$ cat config.mk
export PLATFORM = sky130hd
export DESIGN_NAME = memory_arbiter_ctrl
export DESIGN_NICKNAME = d
export VERILOG_FILES = /design/src/rtl/memory_arbiter_ctrl.sv
export SDC_FILE = /design/constraint.sdc
export NUM_CORES = 1
export LEC_CHECK = 0
export ABC_AREA = 1
export ABC_CLOCK_PERIOD_IN_PS = 2900
export CAP_MARGIN = 20
export CORE_AREA = 3 3 104 106
export DETAILED_ROUTE_END_ITERATION = 6
export DIE_AREA = 0 0 107 109
export PLACE_DENSITY_LB_ADDON = 0.1
export SLEW_MARGIN = 20
export SYNTH_ARGS = -nofsm -noshare
export SYNTH_HDL_FRONTEND = slang
export SYNTH_SLANG_ARGS = --single-unit
$ cat constraint.sdc
create_clock -name CLK -period 2.9 [get_ports CLK]
set_clock_uncertainty 0.2 [all_clocks]
set_input_delay 0.58 -clock CLK [delete_from_list [all_inputs] [get_ports CLK]]
set_output_delay 0.58 -clock CLK [all_outputs]
set_load 0.02 [all_outputs]
$ cat src/rtl/memory_arbiter_ctrl.sv
// memory_arbiter_ctrl: shares the single RAM port between instruction fetch and data access.
//   One requester holds the grant until RAM returns ACCESS. Data wins ties, but a
//   starvation counter forces a fetch grant after STARVE_MAX consecutive data grants.
//   Optional LL/SC link tracking is enabled by defining MEMORY_ARBITER_LLSC_EN.
// Ports:
//   CLK, RST                       clock, synchronous active-high reset
//   iREN, iaddr / iload, iwait     instruction fetch request side
//   dREN, dWEN, datomic, daddr,
//   dstore / dload, dwait          data request side (datomic marks LL / SC)
//   ramREN, ramWEN, ramaddr,
//   ramstore / ramload, ramstate   RAM side (ramstate: FREE, BUSY, ACCESS, ERROR)
module memory_arbiter_ctrl #(
    parameter int unsigned ADDR_W     = 32,
    parameter int unsigned DATA_W     = 32,
    parameter int unsigned STARVE_MAX = 8
) (
    input  logic              CLK,
    input  logic              RST,
    input  logic              iREN,
    input  logic [ADDR_W-1:0] iaddr,
    output logic [DATA_W-1:0] iload,
    output logic              iwait,
    input  logic              dREN,
    input  logic              dWEN,
    input  logic              datomic,
    input  logic [ADDR_W-1:0] daddr,
    input  logic [DATA_W-1:0] dstore,
    output logic [DATA_W-1:0] dload,
    output logic              dwait,
    output logic              ramREN,
    output logic              ramWEN,
    output logic [ADDR_W-1:0] ramaddr,
    output logic [DATA_W-1:0] ramstore,
    input  logic [DATA_W-1:0] ramload,
    input  logic [1:0]        ramstate
);

    localparam int unsigned CNT_W      = $clog2(STARVE_MAX + 1);
    localparam logic [1:0]  RAM_ACCESS = 2'd2;

    typedef enum logic [1:0] {
        IDLE = 2'd0,
        IGNT = 2'd1,
        DGNT = 2'd2
    } state_t;

    state_t           state;
    state_t           next_state;
    logic [CNT_W-1:0] starve_cnt;
    logic [CNT_W-1:0] next_starve;
    logic             data_req;
    logic             starved;
    logic             access;
    logic             sc_fail;

    assign data_req = dREN | dWEN;
    assign access   = (ramstate == RAM_ACCESS);
    // Fetch has waited through STARVE_MAX data grants and must go next.
    assign starved  = iREN && (starve_cnt == CNT_W'(STARVE_MAX));

`ifdef MEMORY_ARBITER_LLSC_EN
    logic              link_valid;
    logic [ADDR_W-1:0] link_addr;
    logic              next_link_valid;
    logic [ADDR_W-1:0] next_link_addr;

    // An SC without a matching live link completes at once without touching RAM.
    assign sc_fail = dWEN && datomic && !(link_valid && (link_addr == daddr));
`else
    logic unused_datomic;

    assign unused_datomic = datomic;
    assign sc_fail        = 1'b0;
`endif

    // State and bookkeeping registers.
    always_ff @(posedge CLK) begin
        if (RST) begin
            state      <= IDLE;
            starve_cnt <= '0;
`ifdef MEMORY_ARBITER_LLSC_EN
            link_valid <= 1'b0;
            link_addr  <= '0;
`endif
        end else begin
            state      <= next_state;
            starve_cnt <= next_starve;
`ifdef MEMORY_ARBITER_LLSC_EN
            link_valid <= next_link_valid;
            link_addr  <= next_link_addr;
`endif
        end
    end

    // Next-state, counter/link updates and port muxing.
    always_comb begin
        next_state  = state;
        next_starve = starve_cnt;
        ramREN      = 1'b0;
        ramWEN      = 1'b0;
        ramaddr     = '0;
        ramstore    = '0;
        iload       = '0;
        dload       = '0;
        iwait       = iREN;
        dwait       = data_req;
`ifdef MEMORY_ARBITER_LLSC_EN
        next_link_valid = link_valid;
        next_link_addr  = link_addr;
`endif
        if (!RST) begin
            case (state)
                IDLE: begin
                    if (data_req && !starved) begin
                        if (sc_fail) begin
                            dwait = 1'b0;
                        end else begin
                            next_state = DGNT;
                        end
                    end else if (iREN) begin
                        next_state = IGNT;
                    end
                end
                IGNT: begin
                    ramREN  = iREN;
                    ramaddr = iaddr;
                    iload   = ramload;
                    if (!iREN) begin
                        next_state = IDLE;
                    end else if (access) begin
                        iwait       = 1'b0;
                        next_state  = IDLE;
                        next_starve = '0;
                    end
                end
                DGNT: begin
                    ramREN   = dREN;
                    ramWEN   = dWEN;
                    ramaddr  = daddr;
                    ramstore = dstore;
                    dload    = ramload;
                    if (!data_req) begin
                        next_state = IDLE;
                    end else if (access) begin
                        dwait      = 1'b0;
                        next_state = IDLE;
                        if (iREN && (starve_cnt < CNT_W'(STARVE_MAX))) begin
                            next_starve = starve_cnt + CNT_W'(1);
                        end
`ifdef MEMORY_ARBITER_LLSC_EN
                        if (dREN && datomic) begin
                            next_link_valid = 1'b1;
                            next_link_addr  = daddr;
                        end else if (dWEN && datomic) begin
                            dload           = DATA_W'(1);
                            next_link_valid = 1'b0;
                        end else if (dWEN && (daddr == link_addr)) begin
                            next_link_valid = 1'b0;
                        end
`endif
                    end
                end
                default: begin
                    next_state = IDLE;
                end
            endcase
        end
    end

endmodule

==> flow_summary.ini <==
[placed_design]
io_buffer_count = 266
placed_area_sq_um = 4560
dp_hpwl_um = 8050
gp_congestion = 0.784
placed_cells = 757

[power_and_ir_drop]
power_mw = 0.845
peakVddDrop_mv = 0.0808
p_leak_nw = 3.48
power_density_nw_per_um2 = 175

[clock_network]
clock-root-buffer = clkbuf_8
hold_buffers = 0
numCtsBuffers = 3
cts.sinks = 6
cts_max_level = 1
clock_path_buffers = 2
clk_latency_ps = 220
cts_tree = built
clk_transition_reported_paths_ps = 40

[logic_synthesis]
yosys.area_share.simple_pct = 55.2
synth_cells = 368
syn_area_sq_um = 1790
muxShareOfSynthArea_pct = 0
yosysWarnings = 0
synth_area_per_cell_sq_um = 4.86
yosysSeqAreaShare_pct = 6.71
synth_top_family_by_area = simple AND/OR/NAND/NOR gates
ys_seq_elements = 6
synth_fa_ha_area_share_pct = 4.20
synth_fp_nets = 510
synth_compound_area_share_pct = 11.4
synth_cell_types = 21
synthXorXnorAreaFrac_pct = 0.490

[critical_path]
critPathMaxFanout = 15
cp.arrival_ps = 2010
crit_chain = inv_1 -> ha_4 -> inv_2 -> nor2_4 -> inv_2 -> buf_12 -> nor2_1 -> clkdlybuf4s50_1
cp-start-kind = flop
critPathMaxStageDelay_ps = 620
cp.required_ps = 2120
cpMostUsedCell = inv_2
crit_family = buffers and inverters
critPathBufInv = 5
crit_path_end_kind = output pin
slowest_stage = clkdlybuf4s50_1
path_class = reg -> out

[flow_run]
cap_violations = 0

[floorplan]
placementRows = 36
io_pins = 268
start_util_pct = 18.1
core_sq_um = 9860
die_x_um = 107
die-area_sq_um = 11700
die_h_um = 109

[finish]
nNetsFinal = 771
area_growth_pct = 170
diodes = 0
drive_gt1_share_pct = 5.74
stdcell_area_sq_um = 4830
stdcell_count = 760

[global_routing]
grt_overflow = 0
grt_max_degree = 37
grt_pass1_vias = 2887
grtUsageTotal_pct = 14.6
antenna_found_initial = 0
grt_first_pass_wirelength_um = 14000

[timing]
finalHoldViolations = 0
setup_violations = 0
tightestPinTransition_ps = 323
max_freq_mhz = 358
relSlewSlack_pct = 78.4
report.final.slew_viol_count = 0
fin_hold_ws_ps = 282
finalCritPeriodShare_pct = 96.4
layout_min_cycle_time_ps = 2790

[routing]
drtIter0Drc = 126
first_pass_iters = 4
antenna_left = 0
drcViolationCount = 0
viasPerCell = 4.10
vias = 3116
avgRoutedWirePerCell_um = 12.9
drt_wl_total_um = 9780

[worst_hold_path]
hp-class = reg -> reg

[outcome]
status = finished, final reports clean
[sequential cells by signal, summed over array words and instances (netlist names)]
register and flops:
starve_cnt 4, state 2
[worst min-delay path: stages (launching register included)]
cell     delay, ps
dfxtp_1        310
nand2_1         60
a21oi_1         50
[cell usage in the layout, fill, tap and decap left out]
cell type,instances
inv_2,4
nor2_4,2
ha_1,5
ha_4,1
and2_1,1
clkdlybuf4s50_1,175
buf_6,2
buf_12,2
nor2_1,102
nand2_1,117
dlymetal6s2s_1,87
xnor2_1,1
nor3_1,1
nand2_4,2
nand2_2,3
nand4_1,3
clkbuf_8,3
inv_4,1
a21oi_1,39
nor2_2,2
inv_1,46
nor2_8,2
dlygate4sd2_1,4
dfxtp_1,6
buf_4,11
nand3_1,4
o21ai_2,1
[Yosys cell counts]
| master | count | share of area [%] |
|---|---|---|
| a21oi_1 | 39 | 11 |
| and2_1 | 1 | 0.35 |
| buf_2 | 8 | 2.2 |
| buf_4 | 8 | 3.4 |
| buf_6 | 9 | 5.7 |
| dfxtp_1 | 6 | 6.7 |
| ha_1 | 6 | 4.2 |
| inv_1 | 46 | 9.7 |
| inv_2 | 5 | 1.0 |
| nand2_1 | 117 | 25 |
| nand2_2 | 3 | 1.0 |
| nand2_4 | 2 | 1.3 |
| nand3_1 | 4 | 1.1 |
| nand4_1 | 3 | 1.0 |
| nor2_1 | 102 | 21 |
| nor2_2 | 2 | 0.70 |
| nor2_4 | 2 | 1.3 |
| nor2_8 | 2 | 2.2 |
| nor3_1 | 1 | 0.28 |
| o21ai_2 | 1 | 0.49 |
| xnor2_1 | 1 | 0.49 |
[routing by layer]
| metal | part of all wire, % | up-vias | global-route usage (%) | wire [um] |
|---|---|---|---|---|
| li1 | - | 1604 | - | - |
| met1 | 35 | 1343 | 14.8 | 3420 |
| met2 | 52 | 165 | 28.5 | 5110 |
| met3 | 12 | 4 | 6.45 | 1200 |
| met4 | 0.51 | 0 | 1.37 | 50 |
| met5 | 0 | - | 0 | 0 |
[power breakdown]
group	switching, mW	internal [mW]	leakage [nW]
Combinational	0.299	0.333	3.41
Sequential	0.00401	0.0864	0.0488
Clock	0.0337	0.0889	0.0216
Total	0.337	0.508	3.48
[worst paths after layout]
kind                       from            end  slack (ps)  cells past startpoint
hold / removal    starve_cnt[1]  starve_cnt[1]         280                      2
setup reg to reg       state[1]       state[0]        1210                      9
hold reg to reg   starve_cnt[1]  starve_cnt[1]         280                      2
setup / recovery       state[0]      dload[19]         110                      8
[kinds of logic (layout without fill, tap and decap cells)]
| kind of cell | Yosys count | count (layout) |
|---|---|---|
| compound gates | 40 | 40 |
| xor+xnor | 1 | 1 |
| fa+ha+maj | 6 | 6 |
| flops | 6 | 6 |
| buf+inv | 76 | 335 |
| simple gates | 239 | 239 |
[metrics by stage]
| stage | setup WS, ps | setup TNS (ps) | utilization, % |
|---|---|---|---|
| 6_report | 106 | 0 | 49.0 |
| 5_1_grt | -9.08 | -9.28 | 49.0 |
| 4_1_cts | 8.06 | 0 | 46.6 |
| 2_1_floorplan | 784 | 0 | - |
| 3_5_place_dp | -278 | -20720 | 46.2 |
| 3_3_place_gp | -233 | -18120 | 46.2 |
[final cells by class]
| cell class | instances | area, sq um |
|---|---|---|
| repair buffers | 281 | 3020 |
| flip-flops and latches | 6 | 120 |
| clock buffers | 3 | 41.3 |
| fillers | 996 | 5030 |
| inverters | 51 | 194 |
| multi-input cells | 286 | 1290 |
| well taps | 133 | 166 |
[repair_timing]
item                                    in CTS  in global routing
buffers inserted                             0                  0
endpoints found under the setup margin     130                106
resized for setup                            6                 89
(Power assumes the default switching activity.)
